==> config.mk <==
export PLATFORM = sky130hd
export DESIGN_NAME = useq_ctrl
export DESIGN_NICKNAME = d
export VERILOG_FILES = /design/src/rtl/useq_pkg.sv /design/src/rtl/useq_ctrl.sv
export SDC_FILE = /design/constraint.sdc
export NUM_CORES = 1
export LEC_CHECK = 0
export BUFFER_PORTS_ARGS = -buffer_cell sky130_fd_sc_hd__buf_2
export CORE_MARGIN = 4
export CORE_UTILIZATION = 40
export CTS_CLUSTER_SIZE = 30
export DETAILED_ROUTE_END_ITERATION = 16
export PLACE_DENSITY_LB_ADDON = 0.3
export SLEW_MARGIN = 20
export SYNTH_ARGS = -nofsm -noshare
export SYNTH_HDL_FRONTEND = slang
export SYNTH_SLANG_ARGS = --single-unit
==> constraint.sdc <==
create_clock -name clk -period 2.7 [get_ports clk]
set_input_delay 0.54 -clock clk [delete_from_list [all_inputs] [get_ports clk]]
set_output_delay 0.54 -clock clk [all_outputs]
set_load 0.005 [all_outputs]
==> src/rtl/useq_pkg.sv <==
// Shared opcode, sub-opcode and state definitions for the microcode sequencer.
package useq_pkg;

    localparam logic [1:0] OP_OUT   = 2'b00;
    localparam logic [1:0] OP_JMP   = 2'b01;
    localparam logic [1:0] OP_WAIT  = 2'b10;
    localparam logic [1:0] OP_EXT   = 2'b11;

    localparam logic [1:0] EXT_MARK = 2'b00;
    localparam logic [1:0] EXT_HALT = 2'b01;

    typedef enum logic [2:0] {
        ST_IDLE  = 3'd0,
        ST_PRIME = 3'd1,
        ST_RUN   = 3'd2,
        ST_WAIT  = 3'd3,
        ST_HALT  = 3'd4
    } state_t;

endpackage

==> src/rtl/useq_ctrl.sv <==
// Microcode sequencer driving a negedge-registered ROM: one 5-bit microword per clock,
// with output patterns, jumps, condition waits and counted loops.
module useq_ctrl
    import useq_pkg::*;
#(
    parameter int ADDR_W              = 5,
    parameter int DATA_W              = 5,
    parameter int CNT_W               = 8,
    parameter int unsigned START_ADDR = 0
) (
    input  logic              clk,
    input  logic              rst_n,
    input  logic              start,
    input  logic [3:0]        cond,
    input  logic [CNT_W-1:0]  loop_count,
    output logic [ADDR_W-1:0] rom_addr,
    input  logic [DATA_W-1:0] rom_data,
    output logic [2:0]        out_data,
    output logic              out_strobe,
    output logic              busy,
    output logic              halted
);

    state_t              r_state;
    logic [ADDR_W-1:0]   r_pc;
    logic [CNT_W-1:0]    r_cnt;
    logic [ADDR_W-1:0]   r_loopPc;
    logic [2:0]          r_outData;
    logic                r_outStrobe;

    state_t              w_stateNext;
    logic [ADDR_W-1:0]   w_pcNext;
    logic [CNT_W-1:0]    w_cntNext;
    logic [ADDR_W-1:0]   w_loopPcNext;
    logic [2:0]          w_outDataNext;
    logic                w_strobeNext;

    logic [1:0]          w_opClass;
    logic [2:0]          w_opArg;
    logic                w_condMet;
    logic [ADDR_W-1:0]   w_pcInc;
    logic [ADDR_W-1:0]   w_jmpTarget;

    // Instruction decode; op[2] selects the wanted polarity, so a WAIT completes on cond == ~op[2].
    always_comb begin
        w_opClass   = rom_data[4:3];
        w_opArg     = rom_data[2:0];
        w_condMet   = (cond[rom_data[1:0]] == ~rom_data[2]);
        w_pcInc     = r_pc + ADDR_W'(1);
        w_jmpTarget = ADDR_W'({rom_data[2:0], 2'b00});
    end

    always_comb begin
        w_stateNext   = r_state;
        w_pcNext      = r_pc;
        w_cntNext     = r_cnt;
        w_loopPcNext  = r_loopPc;
        w_outDataNext = r_outData;
        w_strobeNext  = 1'b0;
        unique case (r_state)
            ST_IDLE: begin
                if (start) begin
                    w_pcNext    = ADDR_W'(START_ADDR);
                    w_stateNext = ST_PRIME;
                end
            end
            ST_PRIME: begin
                w_stateNext = ST_RUN;
            end
            ST_RUN: begin
                unique case (w_opClass)
                    OP_OUT: begin
                        w_outDataNext = w_opArg;
                        w_strobeNext  = 1'b1;
                        w_pcNext      = w_pcInc;
                    end
                    OP_JMP: begin
                        w_pcNext = w_jmpTarget;
                    end
                    OP_WAIT: begin
                        if (w_condMet) begin
                            w_pcNext = w_pcInc;
                        end else begin
                            w_stateNext = ST_WAIT;
                        end
                    end
                    OP_EXT: begin
                        if (w_opArg[2]) begin
                            if (r_cnt != '0) begin
                                w_cntNext = r_cnt - CNT_W'(1);
                                w_pcNext  = r_loopPc;
                            end else begin
                                w_pcNext = w_pcInc;
                            end
                        end else if (w_opArg[1:0] == EXT_MARK) begin
                            w_loopPcNext = w_pcInc;
                            w_cntNext    = loop_count;
                            w_pcNext     = w_pcInc;
                        end else if (w_opArg[1:0] == EXT_HALT) begin
                            w_stateNext = ST_HALT;
                        end else begin
                            w_pcNext = w_pcInc;
                        end
                    end
                endcase
            end
            ST_WAIT: begin
                // The pc is held, so the ROM keeps presenting the same WAIT microword.
                if (w_condMet) begin
                    w_pcNext    = w_pcInc;
                    w_stateNext = ST_RUN;
                end
            end
            ST_HALT: begin
                if (!start) begin
                    w_stateNext = ST_IDLE;
                end
            end
            default: begin
                w_stateNext = ST_IDLE;
            end
        endcase
    end

    always_ff @(posedge clk or negedge rst_n) begin
        if (!rst_n) begin
            r_state     <= ST_IDLE;
            r_pc        <= '0;
            r_cnt       <= '0;
            r_loopPc    <= '0;
            r_outData   <= '0;
            r_outStrobe <= 1'b0;
        end else begin
            r_state     <= w_stateNext;
            r_pc        <= w_pcNext;
            r_cnt       <= w_cntNext;
            r_loopPc    <= w_loopPcNext;
            r_outData   <= w_outDataNext;
            r_outStrobe <= w_strobeNext;
        end
    end

    // rom_addr follows pc without a register so the negedge ROM read sees the new address in time.
    assign rom_addr   = r_pc;
    assign out_data   = r_outData;
    assign out_strobe = r_outStrobe;
    assign busy       = (r_state == ST_PRIME) || (r_state == ST_RUN) || (r_state == ST_WAIT);
    assign halted     = (r_state == ST_HALT);

endmodule

==> flow_summary_export.csv <==
group,metric,value,unit
yosys,synth_area_per_cell,8.731,µm²
power_and_ir_drop,vdd_drop_max,365.1,µV
clocking,cts_tree,"yes",
critical_path,end_kind,"register",
layout,insertedDiodeCount,0,
detailed_routing,vias,1471,
critical_path,required,2.87,ns
layout,multi_input_area,924.6,µm²
power_and_ir_drop,p_per_area,1013,nW/µm²
global_route,grt_pass1_wl,6403,µm
clocking,cts_setup_buffers,0,
outcome,status,"finished, final reports clean",
critical_path,regToRegEndpoint,"r_loopPc[1]",
power_and_ir_drop,power.total,1.899,mW
sta,fin_crit_sh,87.13,%
detailed_routing,firstDrtPassIters,4,
global_route,grt_util_met3,2.384,%
layout,syn2layout_area_growth,15.41,%
yosys,yosys_warnings,0,
critical_path,arrival,2.53,ns
floorplan,design.die.area,5144,µm²
floorplan,core,3799,µm²
detailed_routing,wl,3863,µm
clocking,clockBufferDepth,2,
worst_hold_path,hold_class,"in -> async",
critical_path,critPathKind,"reg -> reg",
global_route,grtUsageMet1,23.17,%
power_and_ir_drop,p_leak,0.8255,nW
yosys,synth_flop_cell,"dfrtp_1",
floorplan,die_y,71.72,µm
global_route,grt.met2_usage,22.55,%
sta,drv_slew,0,
layout,fin_area,1874,µm²
placement,placed_cell_area,1828,µm²
yosys,synthCells,186,
detailed_routing,ant_nets,0,
layout,final_nets,238,
sta,setup_viol,0,
sta,hold_violations,0,
global_route,grt-ovfl-total,0,
sta,fmax,425.1,MHz
clocking,clkSinkCount,25,
floorplan,start_util,42.75,%
clocking,clock_latency,0.28,ns
detailed_routing,vias_per_cell,5.593,
yosys,ys_seq_area_share,38.52,%
yosys,synth_async_sr_flop_share,100.0,%
yosys,synth_cell_types,46,
layout,final_util,49.34,%
layout,fin_cells,263,
yosys,synth-seq-cells,25,
yosys,synth_edf_count,0,
clocking,cts_resized,0,
global_route,antenna_found_initial,0,
layout,n_fill_cell,359,
floorplan,ios,31,
layout,seq_area,625.6,µm²
sta,fin_setup_tns,0,ns
clocking,cts-buffers-inserted,3,
yosys,syn_nets,208,
critical_path,worst_setup_path_start_kind,"register",
critical_path,cp_max_fo,15,
critical_path,rrSetupSlack,0.35,ns
global_route,grt.total_usage,15.65,%
placement,place_hpwl,2902,µm
critical_path,rr_startpoint,"r_state[0]",
sta,grt_setup_unrepaired,"false",
clocking,holdBufCountCts,0,
sta,period_needed,2.353,ns
detailed_routing,initialDrtViolationCount,126,
critical_path,r2r_cells,5,
sta,fin_skew,0.009802,ns
global_route,grt_busiest_layer,"met1",
clocking,htreeDepth,1,
sta,max_slew_margin,63.22,%
floorplan,die_w,71.72,µm
sta,worst_slew_pin_slew,0.5474,ns
floorplan,rows,22,
placement,place.detailed.instances,259,
placement,portBuffers,30,
clocking,path_clk_slew,0.09,ns
layout,drive_gt1_share,24.65,%
global_route,grt_max_degree,26,
detailed_routing,post_drt_wl_per_cell,14.69,µm
global_route,grt_pass1_vias,1326,
clocking,root_buffer,"clkbuf_8",
detailed_routing,drcViolationCount,0,
placement,gp_congestion,0.8682,
yosys,syn_area,1624,µm²
flow_run,maxCapViolations,0,
-- how the worst max path moves through the flow --
stage,startpoint,to,slack (ns),cells after the start
global placement,r_state[1],r_loopPc[1],0.43,5
CTS,r_state[0],r_loopPc[1],0.36,5
global route,r_state[1],r_loopPc[1],0.18,5
finish,r_state[0],r_loopPc[1],0.35,5
detailed placement,r_state[0],r_loopPc[1],0.37,5
floorplan,r_cnt[2],r_loopPc[1],0.50,5
-- cell usage after synthesis (4+ instances only) --
master,number,share of area (%)
dfrtp_1,25,39
nand2_1,21,4.9
o21ai_0,20,6.2
nor2_1,15,3.5
a21oi_1,12,3.7
clkbuf_1,8,1.8
inv_1,6,1.4
a31oi_1,5,1.9
nand3_1,5,1.5
nor3_1,5,1.5
o22ai_1,5,1.9
mux2_2,4,2.8
o211ai_1,4,1.8
-- routing by layer --
metal | share of wire, % | vias to the layer above
met4 | 2.2 | 0
li1 | - | 743
met3 | 5.7 | 9
met5 | 0 | -
met1 | 47 | 676
met2 | 45 | 43
-- power by group --
group | switching (mW) | internal, mW | total [mW]
Sequential | 0.193 | 0.538 | 0.730
Clock | 0.125 | 0.104 | 0.228
Combinational | 0.495 | 0.445 | 0.940
Total | 0.812 | 1.09 | 1.90
-- cells in the final DEF, fill, tap and decap left out, types with 4 or more instances in the layout --
cell      Yosys  final
inv_1         6      6
mux2_2        4      4
dfrtp_1      25     25
a21oi_1      12     12
nor2_1       15     15
nor3_1        5      5
o21ai_0      20     20
buf_2         2     30
o22ai_1       5      5
nand2_1      21     21
a31oi_1       5      5
buf_4         0      6
o211ai_1      4      4
nand3_1       5      5
-- cell families (layout without fill, tap and decap cells) --
family                     count (synthesis)  in the layout  synth area share [%]
muxes                                      8              8                 6.009
xor gates and xnor gates                   6              6                 3.236
adders and majority gates                  2              2                 1.541
AOI/OAI and AO/OA                         66             66                 27.51
buffers and inverters                     17             46                 4.545
DFF                                       25             25                 38.52
and+or+nand+nor                           62             62                 18.64
-- flip-flops by register name, indices dropped and copies added (netlist names) --
signal / count
out_strobe: 1
out_data: 3
rom_addr: 5
r_state: 3
r_loopPc: 5
r_cnt: 8
-- critical path, cell delays in order (launching register included) --
cell and delay [ns]:
dfrtp_1 0.50, or3b_2 0.57, nor2_1 0.25, a21boi_4 0.35, nand2b_2 0.24, mux2_2 0.33
-- area by class of cell --
cell class                      count  area share, %
Multi-Input combinational cell    144          49.33
Inverter                            6          1.202
Sequential cell                    25          33.38
Clock inverter                      1         0.2670
Timing Repair Buffer               36          10.41
Clock buffer                        3          2.203
Tap cell                           48          3.204
-- stage by stage --
| stage | hold slack, ns | setup slack (ns) |
|---|---|---|
| after floorplan | 0.2444 | 0.5030 |
| after global placement | 0.4654 | 0.4285 |
| after detailed placement | 0.4771 | 0.3682 |
| after CTS | 0.2579 | 0.3593 |
| after global routing | 0.2833 | 0.1788 |
| final | 0.2391 | 0.3474 |
(Power assumes the default switching activity.)
